**config.mk**
```make
export PLATFORM = sky130hd
export DESIGN_NAME = position_obj_ctl
export DESIGN_NICKNAME = d
export VERILOG_FILES = /design/src/rtl/position_obj_ctl.sv
export SDC_FILE = /design/constraint.sdc
export NUM_CORES = 1
export LEC_CHECK = 0
export CAP_MARGIN = 20
export CORE_UTILIZATION = 30
export DETAILED_ROUTE_END_ITERATION = 16
export GPL_TIMING_DRIVEN = 1
export PLACE_DENSITY = 0.6
export RECOVER_POWER = 100
export SLEW_MARGIN = 40
export SYNTH_ARGS = -nofsm -noshare
export SYNTH_HDL_FRONTEND = slang
export SYNTH_SLANG_ARGS = --single-unit
```
**constraint.sdc**
```tcl
create_clock -name pclk -period 2.1 [get_ports pclk]
set_input_delay 0.315 -clock pclk [delete_from_list [all_inputs] [get_ports pclk]]
set_output_delay 0.315 -clock pclk [all_outputs]
set_load 0.05 [all_outputs]
```
**src/rtl/position_obj_ctl.sv**
```systemverilog
// ---------------------------------------------------------------------------
// position_obj_ctl
//
// Two-axis position controller for a sprite/object (ship, enemy, bullet).
// Held direction buttons drive an independent IDLE/NEG/POS state machine per
// axis; a shared prescaler turns "axis active" into rate-limited steps of
// STEP pixels, and each step is clamped to the [MIN, MAX] play window.
// A one-cycle load strobe teleports the object (clamped) and an enable input
// freezes motion.
//
// Ports:
//   pclk      in   1      pixel clock, all state changes on rising edge
//   rst       in   1      asynchronous active-high reset
//   en        in   1      1 = motion allowed, 0 = freeze
//   left      in   1      move toward X_MIN
//   right     in   1      move toward X_MAX
//   up        in   1      move toward Y_MIN
//   down      in   1      move toward Y_MAX
//   load      in   1      one-cycle strobe, load load_x/load_y (clamped)
//   load_x    in   POS_W  X value to load
//   load_y    in   POS_W  Y value to load
//   xpos_out  out  POS_W  registered X position
//   ypos_out  out  POS_W  registered Y position
//   moving    out  1      registered, 1 while either axis is not IDLE
//   at_edge   out  4      {y==Y_MAX, y==Y_MIN, x==X_MAX, x==X_MIN}
// ---------------------------------------------------------------------------
module position_obj_ctl #(
    parameter int POS_W      = 12,
    parameter int CNT_W      = 21,
    parameter int TICK_LIMIT = 30000,
    parameter int STEP       = 1,
    parameter int X_MIN      = 80,
    parameter int X_MAX      = 896,
    parameter int Y_MIN      = 0,
    parameter int Y_MAX      = 704,
    parameter int X_INIT     = 512,
    parameter int Y_INIT     = 640
) (
    input  logic             pclk,
    input  logic             rst,
    input  logic             en,
    input  logic             left,
    input  logic             right,
    input  logic             up,
    input  logic             down,
    input  logic             load,
    input  logic [POS_W-1:0] load_x,
    input  logic [POS_W-1:0] load_y,
    output logic [POS_W-1:0] xpos_out,
    output logic [POS_W-1:0] ypos_out,
    output logic             moving,
    output logic [3:0]       at_edge
);

    typedef enum logic [1:0] {
        IDLE = 2'd0,
        NEG  = 2'd1,
        POS  = 2'd2
    } axis_state_t;

    localparam logic [POS_W-1:0] X_MIN_N  = POS_W'(X_MIN);
    localparam logic [POS_W-1:0] X_MAX_N  = POS_W'(X_MAX);
    localparam logic [POS_W-1:0] Y_MIN_N  = POS_W'(Y_MIN);
    localparam logic [POS_W-1:0] Y_MAX_N  = POS_W'(Y_MAX);
    localparam logic [POS_W-1:0] X_INIT_N = POS_W'(X_INIT);
    localparam logic [POS_W-1:0] Y_INIT_N = POS_W'(Y_INIT);
    localparam logic [POS_W-1:0] STEP_N   = POS_W'(STEP);
    localparam logic [CNT_W-1:0] TICK_N   = CNT_W'(TICK_LIMIT);

    axis_state_t      x_state;
    axis_state_t      y_state;
    axis_state_t      x_next;
    axis_state_t      y_next;
    logic [CNT_W-1:0] counter;
    logic             tick;

    // Per-axis transition table. Pressing both directions counts as no
    // input, and any change of direction drops back to IDLE first, so a
    // reversal always costs one idle cycle.
    function automatic axis_state_t axis_next(input axis_state_t cur,
                                              input logic neg,
                                              input logic pos);
        axis_state_t nxt;
        nxt = IDLE;
        case (cur)
            IDLE: begin
                if (neg && !pos) begin
                    nxt = NEG;
                end else if (pos && !neg) begin
                    nxt = POS;
                end
            end
            NEG: begin
                if (neg && !pos) begin
                    nxt = NEG;
                end
            end
            POS: begin
                if (pos && !neg) begin
                    nxt = POS;
                end
            end
            default: nxt = IDLE;
        endcase
        return nxt;
    endfunction

    // One step along an axis. The bound tests are done one bit wider than
    // the position so that cur-STEP cannot wrap below zero and cur+STEP
    // cannot wrap past the top of the range; the subtraction/addition itself
    // only happens once the result is known to lie inside the window.
    function automatic logic [POS_W-1:0] step_axis(input axis_state_t st,
                                                   input logic [POS_W-1:0] cur,
                                                   input logic [POS_W-1:0] lo,
                                                   input logic [POS_W-1:0] hi);
        logic [POS_W-1:0] res;
        res = cur;
        case (st)
            NEG: begin
                if ({1'b0, cur} < ({1'b0, lo} + {1'b0, STEP_N})) begin
                    res = lo;
                end else begin
                    res = cur - STEP_N;
                end
            end
            POS: begin
                if (({1'b0, cur} + {1'b0, STEP_N}) > {1'b0, hi}) begin
                    res = hi;
                end else begin
                    res = cur + STEP_N;
                end
            end
            default: res = cur;
        endcase
        return res;
    endfunction

    // Loaded positions are forced into the play window so that a respawn
    // or teleport can never park the object outside the clamp bounds.
    function automatic logic [POS_W-1:0] clamp(input logic [POS_W-1:0] v,
                                               input logic [POS_W-1:0] lo,
                                               input logic [POS_W-1:0] hi);
        logic [POS_W-1:0] res;
        res = v;
        if (v < lo) begin
            res = lo;
        end else if (v > hi) begin
            res = hi;
        end
        return res;
    endfunction

    // Next-state decode for both axes. A load or a freeze overrides the
    // buttons and parks both axes in IDLE; held buttons re-engage on the
    // edge after the override goes away.
    always_comb begin
        x_next = IDLE;
        y_next = IDLE;
        if (!load && en) begin
            x_next = axis_next(x_state, left, right);
            y_next = axis_next(y_state, up, down);
        end
    end

    // The shared prescaler fires when it reaches its terminal count while
    // at least one axis is active. It is not restarted when a second axis
    // joins, so the late axis simply rides the existing tick cadence.
    always_comb begin
        tick = en && !load && ((x_state != IDLE) || (y_state != IDLE))
               && (counter == TICK_N);
    end

    // All registered state: axis FSMs, prescaler, positions and the moving
    // flag. moving is computed from the next states so it lines up with the
    // state registers rather than lagging them by a cycle. Load has priority
    // over everything except reset.
    always_ff @(posedge pclk or posedge rst) begin
        if (rst) begin
            x_state  <= IDLE;
            y_state  <= IDLE;
            counter  <= '0;
            moving   <= 1'b0;
            xpos_out <= X_INIT_N;
            ypos_out <= Y_INIT_N;
        end else begin
            x_state <= x_next;
            y_state <= y_next;
            moving  <= (x_next != IDLE) || (y_next != IDLE);

            if (load || !en || ((x_state == IDLE) && (y_state == IDLE)) || tick) begin
                counter <= '0;
            end else begin
                counter <= counter + 1'b1;
            end

            if (load) begin
                xpos_out <= clamp(load_x, X_MIN_N, X_MAX_N);
                ypos_out <= clamp(load_y, Y_MIN_N, Y_MAX_N);
            end else if (tick) begin
                xpos_out <= step_axis(x_state, xpos_out, X_MIN_N, X_MAX_N);
                ypos_out <= step_axis(y_state, ypos_out, Y_MIN_N, Y_MAX_N);
            end
        end
    end

    // Edge-contact flags are decoded straight from the registered positions.
    always_comb begin
        at_edge = {ypos_out == Y_MAX_N, ypos_out == Y_MIN_N,
                   xpos_out == X_MAX_N, xpos_out == X_MIN_N};
    end

endmodule

```
==> impl_metrics.tcl <==
set metrics [dict create \
    period_share_pct 107 \
    max_freq_mhz 447 \
    finalNetCount 729 \
    fillers 1247 \
    avgSynthCellArea_um2 7.84 \
    synth_edf_count 0 \
    start_util_pct 30.7 \
    io_pins 61 \
    drt-wirelength-per-cell_um 16.8 \
    cp_slowest_stage_delay_ns 0.42 \
    first_iter_violations 310 \
    antenna_left 0 \
    num_rows 42 \
    final-seq-area_um2 1280 \
    drc 0 \
    synth_warnings 0 \
    die-width_um 118 \
    setup_viol 18 \
    worstSetupPathType "reg2out" \
    multiInputGateArea_um2 2970 \
    worst_pin_slew_ns 0.808 \
    finalClockSkew_ns 0.00963 \
    worst_slack_ns -0.138 \
    ir_drop_uv 278 \
    p_seq_share_pct 35.7 \
    grt.total_usage_pct 20.8 \
    grt_pass1_vias 4707 \
    cts_made_buffers 5 \
    drtPass1Iterations 5 \
    synth.distinct_cells 71 \
    crit_chain "buf_4, inv_2, ha_4, nor3b_4, nand3_2, nor4b_4, buf_12" \
    core_area_um2 13200 \
    start_kind "flop" \
    hold_path.class "reg2reg" \
    htreeDepth 2 \
    io_buffer_count 60 \
    seq_area_frac_synth_pct 30.9 \
    die_y_um 118 \
    slowest_stage "dfrtp_2" \
    p_leak_uw 0.00261 \
    pwr-share-comb_pct 32.0 \
    n_antenna_cell 0 \
    max_slew_margin_pct 46.1 \
    syn_to_final_growth_pct 56.8 \
    drv_slew 0 \
    cp.required_ns 1.78 \
    place_area_um2 5760 \
    insertion_delay_ns 0.30 \
    synth_cells 517 \
    grt_max_degree 33 \
    async_flop_share_pct 100 \
    clkPwrFrac_pct 32.3 \
    place_hpwl_um 10800 \
    gp_congestion 0.885 \
    path_max_fanout 4 \
    antenna_found_initial 0 \
    synth-seq-cells 50 \
    layout-drive-gt1-share_pct 36.5 \
    wl_um 14500 \
    final_cell_area_um2 6360 \
    power.density_nw_per_um2 457 \
    synth_area_um2 4060 \
    cts_max_path_buffers 2 \
    path_buf_inv 3 \
    fin_crit_ns 2.24 \
    cts.sinks 50 \
    end_kind "primary output" \
    maxCapViolCount 0 \
    switching_share_pct 31.9 \
    hold_buffers 0 \
    synth_ff_type "dfrtp_1" \
    clockRootBuffer "clkbuf_16" \
    outcome "complete, but fails checks" \
    synthesis.nets 559 \
    critPathArrivalTime_ns 1.92 \
    power_switching_uw 926 \
    overflow 0 \
    rsz0062_at_grt "yes" \
    vias 4698 \
    p_total_uw 2900 \
    grt_pass1_wl_um 23600 \
    hold_viol 0 \
    die_area_um2 14000 \
    internal_power_uw 1980 \
    vias_per_cell 5.44 \
    cts.clk_slew.worst_paths_ns 0.06 \
    critPathTopFamily "simple AND/OR/NAND/NOR gates" \
    failed_checks "negative setup slack" \
    cts_tree "built" \
]
final timing paths:
check / start / cells after the start / endpoint / slack [ns]
worst max-delay path: ypos_out[1]$_DFFE_PP0P_ / 7 / at_edge[3] / -0.14
worst min-delay path: counter[14]$_DFF_PP0_ / 2 / counter[14]$_DFF_PP0_ / 0.55
worst max register to register: xpos_out[0]$_DFFE_PP0P_ / 9 / xpos_out[2]$_DFFE_PP0P_ / -0.13
worst min register to register: counter[14]$_DFF_PP0_ / 2 / counter[14]$_DFF_PP0_ / 0.55
max in group asynchronous: rst / 3 / ypos_out[3]$_DFFE_PP0P_ / 0.26
min in group asynchronous: rst / 2 / xpos_out[10]$_DFFE_PP0P_ / 0.61
Yosys cell counts (3+ instances only):
cell type	count	area share, %
a21oi_1	28	3.5
a31oi_1	11	1.7
and2_1	3	0.46
and3_1	10	1.5
and4_1	3	0.65
buf_2	17	2.1
buf_6	3	0.83
clkbuf_1	11	1.0
dfrtp_1	47	29
dfstp_2	3	1.9
ha_1	10	3.1
inv_1	18	1.7
mux2i_1	4	0.99
nand2_1	48	4.4
nand2b_1	7	1.1
nand3_1	26	3.2
nand4_1	12	1.9
nor2_1	59	5.5
nor3_1	23	2.8
nor3b_1	3	0.56
nor4_1	13	2.0
nor4b_1	8	1.7
o21a_1	3	0.56
o21ai_0	28	3.5
o21ai_1	12	1.5
o22ai_1	3	0.46
o31ai_1	5	0.93
or3_1	9	1.4
or4_1	4	0.74
xnor2_1	11	2.4
xor2_1	19	4.1
layer usage:
metal	share of wire [%]	GRT usage, %	vias to the layer above
li1	-	-	2234
met1	44	26.7	2270
met2	49	36.0	170
met3	5.9	3.14	24
met4	1.8	5.69	0
met5	0	0	-
worst reg2reg max path: stages (launching register included):
cell and delay [ns]:
dfrtp_4 0.52, ha_4 0.18, nand4_1 0.09, buf_4 0.13, nor2_1 0.06, a211o_1 0.27, a32oi_4 0.33, nor4_2 0.10
o31ai_2 0.29, o211ai_1 0.13
what timing repair did:
action | CTS | global route
pin swaps | 19 | 37
setup endpoints to repair | 25 | 28
setup buffers | 12 | 9
gates resized for setup | 37 | 44
logic make-up (layout without fill, tap and decap cells):
family,after synthesis,count (layout),synth area share [%]
muxes,5,5,1.27
and+or+nand+nor,246,246,32.0
adders and majority gates,10,10,3.09
xor gates and xnor gates,30,30,6.48
DFF,50,50,30.9
buffers and inverters,51,222,5.89
AOI/OAI and AO/OA,125,125,20.4
cell type report:
type | instances | area share (%)
tap | 176 | 3.46
clock inverter | 1 | 0.472
sequential | 50 | 20.1
clock buffer | 7 | 2.09
inverter | 19 | 1.24
timing repair buffer | 195 | 25.9
multi-input combinational | 416 | 46.7
power by group through the flow:
stage	sequential [uW]	combinational, uW	clock, uW
floorplan	1140	389	0
global placement	1060	827	0
detailed placement	1060	834	0
CTS	1030	886	957
global route	1040	990	989
finish	1040	929	939
registers in the layout (all words and copies together) (netlist names):
register	cells
moving	1
xpos_out	12
x_state	2
y_state	2
counter	21
ypos_out	12
per-stage QoR:
| stage | util [%] | cells | worst slack (ns) | TNS [ns] | hold WS [ns] |
|---|---|---|---|---|---|
| detailed placement | 43.7 | 836 | -0.297 | -3.74 | 0.536 |
| finish | 48.2 | 864 | -0.138 | -0.968 | 0.551 |
| CTS | 46.8 | 856 | -0.0938 | -0.790 | 0.370 |
| floorplan | - | 517 | -0.140 | -0.877 | 0.393 |
| global route | 48.2 | 864 | -0.246 | -3.82 | 0.580 |
| global placement | 43.7 | 836 | -0.244 | -2.73 | 0.527 |
cell usage in the layout (no fill, tap or decap), types with 5 or more instances in the layout:
cell type and n:
a21oi_1 23, a21oi_2 6, a31oi_1 8, and3_1 8, buf_12 5, buf_4 120
buf_6 9, clkbuf_1 9, clkbuf_16 5, clkdlybuf4s50_1 39, dfrtp_1 31, dfrtp_2 14
dlygate4sd3_1 9, ha_1 5, inv_1 14, nand2_1 44, nand2b_1 6, nand3_1 25
nand4_1 12, nor2_1 52, nor2_2 7, nor3_1 18, nor4_1 8, nor4_2 5
nor4b_1 5, o21ai_0 23, o21ai_1 15, or3_1 5, or3_4 5, xnor2_1 11
xor2_1 19
(Power assumes the default switching activity.)
